## src/rtl/cnn_pkg.sv

```systemverilog
// Shared CNN front-end definitions: image geometry, UART frame header,
// loader error codes and FSM state encoding.
package cnn_pkg;

  localparam int IMG_SIZE = 28;
  localparam int IF_SZ    = IMG_SIZE * IMG_SIZE;

  localparam logic [7:0] HDR_BYTE = 8'hA5;

  typedef enum logic [1:0] {
    ERR_NONE    = 2'b00,
    ERR_CSUM    = 2'b01,
    ERR_TIMEOUT = 2'b10,
    ERR_BUSY    = 2'b11
  } err_code_t;

  typedef enum logic [1:0] {
    ST_IDLE   = 2'b00,
    ST_PIXELS = 2'b01,
    ST_CSUM   = 2'b10
  } ldr_state_t;

  function automatic logic [15:0] sat_inc16(input logic [15:0] v);
    return (v == 16'hFFFF) ? v : v + 16'd1;
  endfunction

endpackage

```

## src/rtl/pix_q_lut.sv

```systemverilog
// Byte-to-Q-format pixel conversion, round(k * 2^FRAC_BITS / 255), as a
// 256-entry constant table with a registered, load-enabled output.
module pix_q_lut #(
  parameter int DATA_WIDTH = 16,
  parameter int FRAC_BITS  = 7
) (
  input  logic                  clk,
  input  logic                  reset,
  input  logic                  i_en,
  input  logic [7:0]            i_byte,
  output logic [DATA_WIDTH-1:0] o_q
);

  logic [DATA_WIDTH-1:0] w_rom [256];

  for (genvar g = 0; g < 256; g++) begin : g_rom
    assign w_rom[g] = DATA_WIDTH'(((g << FRAC_BITS) + 127) / 255);
  end

  // Output only moves on accepted pixels so it stays stable between writes.
  always_ff @(posedge clk) begin
    if (reset) begin
      o_q <= '0;
    end else if (i_en) begin
      o_q <= w_rom[i_byte];
    end
  end

endmodule

```

## src/rtl/uart_frame_loader.sv

```systemverilog
// Loads one 784-pixel image frame from a UART byte stream into the IFMAP,
// validating an 8-bit additive checksum and an inter-byte timeout.
//
//   state     | meaning
//   ST_IDLE   | waiting for header byte 0xA5, other bytes dropped
//   ST_PIXELS | writing pixel bytes to IFMAP, accumulating checksum
//   ST_CSUM   | waiting for the checksum byte
module uart_frame_loader
  import cnn_pkg::*;
#(
  parameter int DATA_WIDTH     = 16,
  parameter int FRAC_BITS      = 7,
  parameter int IMG_SIZE       = cnn_pkg::IMG_SIZE,
  parameter int TIMEOUT_CYCLES = 100000
) (
  input  logic                                 clk,
  input  logic                                 reset,
  input  logic                                 rx_dv,
  input  logic [7:0]                           rx_byte,
  input  logic                                 pipe_busy,
  output logic                                 wr_en,
  output logic [$clog2(IMG_SIZE*IMG_SIZE)-1:0] wr_addr,
  output logic [DATA_WIDTH-1:0]                wr_data,
  output logic                                 frame_loaded,
  output logic                                 frame_error,
  output logic [1:0]                           err_code,
  output logic                                 loading,
  output logic [15:0]                          frames_ok,
  output logic [15:0]                          frames_bad
);

  localparam int              L_IF_SZ = IMG_SIZE * IMG_SIZE;
  localparam int              L_AW    = $clog2(L_IF_SZ);
  localparam int              L_TW    = $clog2(TIMEOUT_CYCLES + 1);
  localparam logic [L_AW-1:0] L_LAST  = L_AW'(L_IF_SZ - 1);
  localparam logic [L_TW-1:0] L_TC    = L_TW'(TIMEOUT_CYCLES - 1);

  ldr_state_t      r_state;
  logic [L_AW-1:0] r_idx;
  logic [7:0]      r_csum;
  logic [L_TW-1:0] r_tmo;
  logic            r_wr_en;
  logic [L_AW-1:0] r_wr_addr;
  logic            r_loaded;
  logic            r_error;
  err_code_t       r_err;
  logic            r_loading;
  logic [15:0]     r_ok;
  logic [15:0]     r_bad;

  logic w_pix_en;
  logic w_tmo_hit;

  assign w_pix_en = rx_dv && (r_state == ST_PIXELS);

  // A byte arriving on the terminal-count cycle keeps the frame alive.
  assign w_tmo_hit = (r_state != ST_IDLE) && !rx_dv && (r_tmo == L_TC);

  pix_q_lut #(
    .DATA_WIDTH (DATA_WIDTH),
    .FRAC_BITS  (FRAC_BITS)
  ) u_pix_q_lut (
    .clk    (clk),
    .reset  (reset),
    .i_en   (w_pix_en),
    .i_byte (rx_byte),
    .o_q    (wr_data)
  );

  always_ff @(posedge clk) begin
    if (reset) begin
      r_state   <= ST_IDLE;
      r_idx     <= '0;
      r_csum    <= '0;
      r_tmo     <= '0;
      r_wr_en   <= 1'b0;
      r_wr_addr <= '0;
      r_loaded  <= 1'b0;
      r_error   <= 1'b0;
      r_err     <= ERR_NONE;
      r_loading <= 1'b0;
      r_ok      <= '0;
      r_bad     <= '0;
    end else begin
      r_wr_en  <= 1'b0;
      r_loaded <= 1'b0;
      r_error  <= 1'b0;

      if (w_tmo_hit) begin
        r_state   <= ST_IDLE;
        r_loading <= 1'b0;
        r_tmo     <= '0;
        r_error   <= 1'b1;
        r_err     <= ERR_TIMEOUT;
        r_bad     <= sat_inc16(r_bad);
      end else begin
        r_tmo <= (rx_dv || (r_state == ST_IDLE)) ? '0 : r_tmo + L_TW'(1);

        case (r_state)
          ST_IDLE: begin
            if (rx_dv && (rx_byte == HDR_BYTE)) begin
              if (pipe_busy) begin
                r_error <= 1'b1;
                r_err   <= ERR_BUSY;
                r_bad   <= sat_inc16(r_bad);
              end else begin
                r_state   <= ST_PIXELS;
                r_loading <= 1'b1;
                r_idx     <= '0;
                r_csum    <= '0;
              end
            end
          end

          ST_PIXELS: begin
            if (rx_dv) begin
              r_wr_en   <= 1'b1;
              r_wr_addr <= r_idx;
              r_csum    <= r_csum + rx_byte;
              if (r_idx == L_LAST) begin
                r_state <= ST_CSUM;
                r_idx   <= '0;
              end else begin
                r_idx <= r_idx + L_AW'(1);
              end
            end
          end

          ST_CSUM: begin
            if (rx_dv) begin
              r_state   <= ST_IDLE;
              r_loading <= 1'b0;
              if (rx_byte == r_csum) begin
                r_loaded <= 1'b1;
                r_ok     <= sat_inc16(r_ok);
              end else begin
                r_error <= 1'b1;
                r_err   <= ERR_CSUM;
                r_bad   <= sat_inc16(r_bad);
              end
            end
          end

          default: begin
            r_state   <= ST_IDLE;
            r_loading <= 1'b0;
          end
        endcase
      end
    end
  end

  assign wr_en        = r_wr_en;
  assign wr_addr      = r_wr_addr;
  assign frame_loaded = r_loaded;
  assign frame_error  = r_error;
  assign err_code     = r_err;
  assign loading      = r_loading;
  assign frames_ok    = r_ok;
  assign frames_bad   = r_bad;

endmodule

```

## config.mk

```make
export PLATFORM = sky130hd
export DESIGN_NAME = uart_frame_loader
export DESIGN_NICKNAME = d
export VERILOG_FILES = /design/src/rtl/cnn_pkg.sv /design/src/rtl/pix_q_lut.sv /design/src/rtl/uart_frame_loader.sv
export SDC_FILE = /design/constraint.sdc
export NUM_CORES = 1
export LEC_CHECK = 0
export BUFFER_PORTS_ARGS = -buffer_cell sky130_fd_sc_hd__buf_2
export CAP_MARGIN = 20
export CORE_UTILIZATION = 57
export CTS_CLUSTER_DIAMETER = 60
export DETAILED_ROUTE_END_ITERATION = 8
export PLACE_DENSITY = 0.89
export SYNTH_ARGS = -nofsm -noshare
export SYNTH_HDL_FRONTEND = slang
export SYNTH_HIERARCHICAL = 1
export SYNTH_SLANG_ARGS = --single-unit
```

## constraint.sdc

```tcl
create_clock -name clk -period 3 [get_ports clk]
set_input_delay 0.45 -clock clk [delete_from_list [all_inputs] [get_ports clk]]
set_output_delay 0.45 -clock clk [all_outputs]
set_load 0.05 [all_outputs]
```

Yosys cells after proc, flatten, opt, wreduce, memory -nomap -nowiden
Memories as Yosys holds them, arrays and structs flattened. A register that Yosys moved wholly into a read port is not among the register bits.
Cells that the tools add are included.

word-level totals
  register bits after elaboration = 85
  ROM bits = 4096
  input bits = 12
  output and inout bits = 64
  logic and storage cells = 106
  memories kept = 1

memory list
  name              depth  width  rd ports  clocked after memory_dff  write ports  line             RTL
  (name not given)  256    16     1         1                         0            pix_q_lut.sv:25  o_q <= w_rom[i_byte];

operators by class
  $add $sub $neg = 5
  equal/unequal tests = 19
  multiplexer cells = 40
  bitwise operators = 6
  reductions and logical operators = 22

operators by type and width
  cell                                            count
  two-way mux 16 bit                              6
  two-way mux 10 bit                              4
  adder 16 x 1 -> 16 bit (second input constant)  2
  == test 16 bit (second input constant)          2
  one-hot mux 16 bit (2 select lines)             1
  AND reduction 5 bit                             5
  two-way mux 8 bit                               3
  two-way mux 2 bit                               10
  one-hot mux 10 bit (2 select lines)             1
  adder 17 x 1 -> 17 bit (second input constant)  1
  == test 17 bit (second input constant)          1
  one-hot mux 8 bit (2 select lines)              1
  adder 10 x 1 -> 10 bit (second input constant)  1
  == test 10 bit (second input constant)          1
  two-way mux 1 bit                               10
  inequality test 2 bit (second input constant)   5
  inequality test 3 bit (second input constant)   3
  NOT 8 -> 9 bit                                  1
  adder 8 bit                                     1
  == test 8 bit                                   1
  == test 8 bit (second input constant)           1
  one-hot mux 2 bit (3 select lines)              1
  nonzero test 2 bit                              3
  OR reduction 3 bit                              2
  other kinds (17)                                25

Logic depth before layout (Yosys ltp)
  depth after elaboration = 6
  depth in mapped cells = 10
  mapped depth without buffers = 8

Cells and area by module
The synthesis kept the hierarchy.

by module, submodules not included
  module             times used  cells each  area an instance (um^2)
  uart_frame_loader  1           503         4191.5
  pix_q_lut          1           56          488.0

Least setup slack after synthesis
OpenSTA, ideal clock, no wires.

  path kind = reg-to-reg
  from = reg r_bad[3], in the netlist frames_bad[3]
  to = reg r_bad[12], in the netlist frames_bad[12]
  library setup time = 123 ps
  arrival time = 2318 ps
  setup slack = 558 ps
  stages on the path, launching flop included = 8
  buffers on the path = 1
  clock period less this slack = 2442 ps
  cell sequence = dfxtp_1 and4_1 nand4_1 or4_1 clkbuf_1 nand3_1 nor4_1 mux2_1

on the way
  word-level cells in the longest chain between the ends = 6
  elaborated cells between the ends (all ways) = 9
  classes of those cells = add/sub: 1; eq/ne: 1; mux: 7

ends and longest elaborated chain
  element                                                   line                                                RTL
  start: declaration                                        uart_frame_loader.sv:49                             logic [15:0] r_bad;
  start signal: assignment                                  uart_frame_loader.sv:95                             r_bad <= sat_inc16(r_bad);
  start signal: assignment                                  uart_frame_loader.sv:105                            r_bad <= sat_inc16(r_bad);
  start signal: assignment                                  uart_frame_loader.sv:139                            r_bad <= sat_inc16(r_bad);
  adder 16 x 1 -> 16 bit or == test 16 bit (tied branches)  cnn_pkg.sv:24                                       return (v == 16'hFFFF) ? v : v + 16'd1;
  two-way mux 16 bit (*)                                    cnn_pkg.sv:24
  two-way mux 16 bit, on equally long branches              uart_frame_loader.sv:133, uart_frame_loader.sv:102
  two-way mux 16 bit, on equally long branches              uart_frame_loader.sv:130, uart_frame_loader.sv:101
  one-hot mux 16 bit (2 select lines)                       uart_frame_loader.sv:99                             case (r_state)
  two-way mux 16 bit (*)                                    uart_frame_loader.sv:89                             if (w_tmo_hit) begin

Mark *: on every way between the ends. The rest lies on a longest branch, timed or not. The select of a mux whose other input is x is not followed.
A chain may end at the register's enable or synchronous reset.

Final worst setup path
  from = reg r_tmo[0]
  to = reg r_bad[3], in the netlist frames_bad[3]

on the way
  word-level cells in the longest chain between the ends = 4
  elaborated cells between the ends (all ways) = 9
  classes of those cells = eq/ne: 5; mux: 1; reduce/logical: 3

ends and longest elaborated chain
  element                                                        line                     RTL
  start: declaration                                             uart_frame_loader.sv:41  logic [L_TW-1:0] r_tmo;
  start signal: assignment                                       uart_frame_loader.sv:97  r_tmo <= (rx_dv || (r_state == ST_IDLE)) ? '0 : r_tmo + L_TW'(1);
  == test 17 bit (*)                                             uart_frame_loader.sv:57  assign w_tmo_hit = (r_state != ST_IDLE) && !rx_dv && (r_tmo == L_TC);
  logical AND 1 bit (*)                                          uart_frame_loader.sv:57
  inequality test 3 bit (no line), or another cell as far along  --
  AND reduction 5 bit (no line)                                  --

Mark *: on every way between the ends. The rest lies on a longest branch, timed or not.

==> flow_summary_export.csv <==
group,metric,value,unit
outcome,status,"complete, no violations",
route,drt-initial-drc-count,222,
placed_design,place.gp.congestion,0.879,
final_layout,drive_gt1_frac,0.156,
synthesis,synthesis.instances,559,
route,drt-total-wl,10200,µm
setup_path,rr_worst_depth,7,
sta,timing_worst_slew_pin_value,0.747,ns
setup_path,endpoint_kind,"register",
synthesis,synth.avg_cell_area,8.37,µm²
synthesis,synth_area_leader_cell,"dfxtp_1",
route,viasPerCell,5.71,
floorplan,die_x,92.6,µm
min_path,whs_path_depth,3,
final_layout,nets,642,
power,p_leak,0.00208,µW
clock_network,cts_tree,"done",
sta,finalSetupViolCount,0,
clock_network,cts_resized,0,
synthesis,synth.cell_area,4680,µm²
sta,setup_tns,0,ns
setup_path,cp-start-kind,"register",
synthesis,ys_seq_area_frac,0.398,
floorplan,die_height,92.6,µm
clock_network,cts.path.max_buffers,2,
sta,fin_skew,0.00651,ns
setup_path,crit_buf_inv,0,
synthesis,synth_warnings,6,
clock_network,root_buffer,"clkbuf_8",
synthesis,synth-edff-count,0,
global_route,grt_antenna_before_repair,0,
sta,slew_viol_final,0,
final_layout,final_cell_area,5220,µm²
power,finalPower,2150,µW
final_layout,utilization,0.665,
power,vdd_ir_drop_max,265,µV
setup_path,crit_path_cell_trace,"ha_1, or4b_1, nor3_2, nand3_1, a22o_1, nor4_1, mux2_1",
setup_path,cp_slowest_stage_delay,0.47,ns
route,routedWlPerCell,14.1,µm
run,cap_violations,0,
floorplan,die_area,8580,µm²
placed_design,place_area,5020,µm²
final_layout,syn2layout_area_growth,11.5,%
route,vias,4126,
clock_network,hold_buffers,0,
global_route,grt_pass1_vias,3973,
setup_path,r2r_start,"r_tmo[0]$_SDFF_PP0_",
clock_network,cts_made_buffers,9,
global_route,grt_pass1_wl,17300,µm
final_layout,n_antenna_cell,0,
setup_path,crit_type,"reg2reg",
setup_path,crit_start,"r_tmo[0]$_SDFF_PP0_",
synthesis,synth_flop_cell,"dfxtp_1",
global_route,gr-total-overflow,0,
route,ant_nets,0,
placed_design,portBuffers,67,
clock_network,clock_latency,0.36,ns
setup_path,cp.required,3.24,ns
setup_path,r2r-end,"frames_bad[3]$_SDFFE_PP0P_",
global_route,grt_start_max_net_pins,48,
synthesis,synth_cell_types,59,
sta,min_period,2.73,ns
sta,period_share,0.911,
global_route,grt_usage,0.248,
floorplan,start_util,0.596,
clock_network,path_clk_slew,0.09,ns
clock_network,post_cts_buffers,0,
sta,relSlewSlack,0.502,
min_path,hold_end,"u_pix_q_lut/o_q[6]$_SDFFE_PP0P_",
setup_path,cp_slowest_cell,"or4b_1",
power,powerDensity,412,nW/µm²
floorplan,ios,76,
synthesis,synthDominantCellAreaShare,0.398,
floorplan,core-area,7850,µm²
sta,holdWs,0.459,ns
clock_network,htree_levels,3,
synthesis,async_flop_share,0,
sta,clock.fmax,366,MHz
setup_path,cp_max_fo,19,
clock_network,cts_sinks,93,
synthesis,netlist_top_cells_count,"dfxtp_1, nor2_1, nand2_1",
placed_design,dpl.hpwl,7240,µm
synthesis,yosys.cell_count.top_type,"dfxtp_1",
setup_path,cp.arrival,2.97,ns
floorplan,row_count,32,
sta,hold_violations,0,
min_path,min_from,"rx_byte[7]",
synthesis,ys_seq_elements,93,
route,dr.pass1.iters,5,
route,drc,0,
setup_path,cp_top_family,"simple AND/OR/NAND/NOR gates",
min_path,min_path_type,"in2reg",
setup_path,ff2ff_setup_slack,0.27,ns
synthesis,netlist_top_cells_area,"dfxtp_1, nor2_1, nand2_1",
sta,rsz0062_at_grt,"false",
## kinds of logic (layout without fill, tap and decap cells)
group	count (synthesis)	after routing	synth area share
muxes	20	20	0.0465
xor gates and xnor gates	35	35	0.0655
adders and majority gates	14	14	0.0390
DFF	93	93	0.398
other	1	8	0.000801
and+or+nand+nor	282	282	0.308
buffers and inverters	39	94	0.0455
AOI/OAI and AO/OA	75	75	0.0968
## flip-flops by register name, indices dropped and copies added, names as in the netlist, 2 cells and up
register         flops
err_code             2
wr_addr             10
frames_ok           16
r_tmo               17
frames_bad          16
r_idx               10
r_state              2
u_pix_q_lut/o_q      8
r_csum               8
## per-layer routing
metal,wire [µm],vias up,share of wire,GRT usage
met2,5070,140,0.50,0.436
met4,158,0,0.015,0.0898
li1,-,2047,-,-
met5,0,-,0,0
met1,4470,1922,0.44,0.291
met3,525,17,0.051,0.0591
## worst min-delay path: cells and delay by family
kind	cells	cell delay (ns)
buf+inv	1	0.16
compound gates	2	0.17
## where the power goes
group | switching, µW | internal [µW]
clock network | 433 | 384
registers | 0.214 | 1230
logic | 72.5 | 24.9
total | 506 | 1640
## final cells by class
cell class              instances  area (µm²)
fillers                       638        2630
inverters                       7        26.3
clock buffers                  10         128
clock inverters                 6        63.8
well taps                     102         128
repair buffers                 71         378
multi-input cells             434        2630
flip-flops and latches         93        1860
## per-stage QoR
| step | std cells | setup slack [ns] |
|---|---|---|
| after floorplan | 566 | 0.558 |
| after global placement | 707 | 0.307 |
| after detailed placement | 707 | 0.267 |
| after CTS | 723 | 0.251 |
| after global routing | 723 | 0.0518 |
| final | 723 | 0.266 |
## worst max path at each step
stage / to / slack, ns / depth (start not counted)
floorplan: frames_bad[12]$_SDFFE_PP0P_ / 0.56 / 7
global placement: frames_bad[15]$_SDFFE_PP0P_ / 0.31 / 8
detailed placement: frames_bad[3]$_SDFFE_PP0P_ / 0.27 / 7
CTS: frames_bad[3]$_SDFFE_PP0P_ / 0.25 / 7
global route: frames_bad[7]$_SDFFE_PP0P_ / 0.05 / 7
finish: frames_bad[3]$_SDFFE_PP0P_ / 0.27 / 7
## cells in the final DEF (no fill, tap or decap), types with 11 or more instances in the layout
master and instances:
a21oi_1 38, and3_1 12, buf_2 67, dfxtp_1 93, ha_1 13, mux2_1 14, nand2_1 51, nand3_1 31
nand4_1 14, nor2_1 84, nor2b_1 19, nor3_1 17, o21ai_0 14, or3_1 11, xnor2_1 18, xor2_1 17
Note: power is estimated with default switching activity, not from simulation.
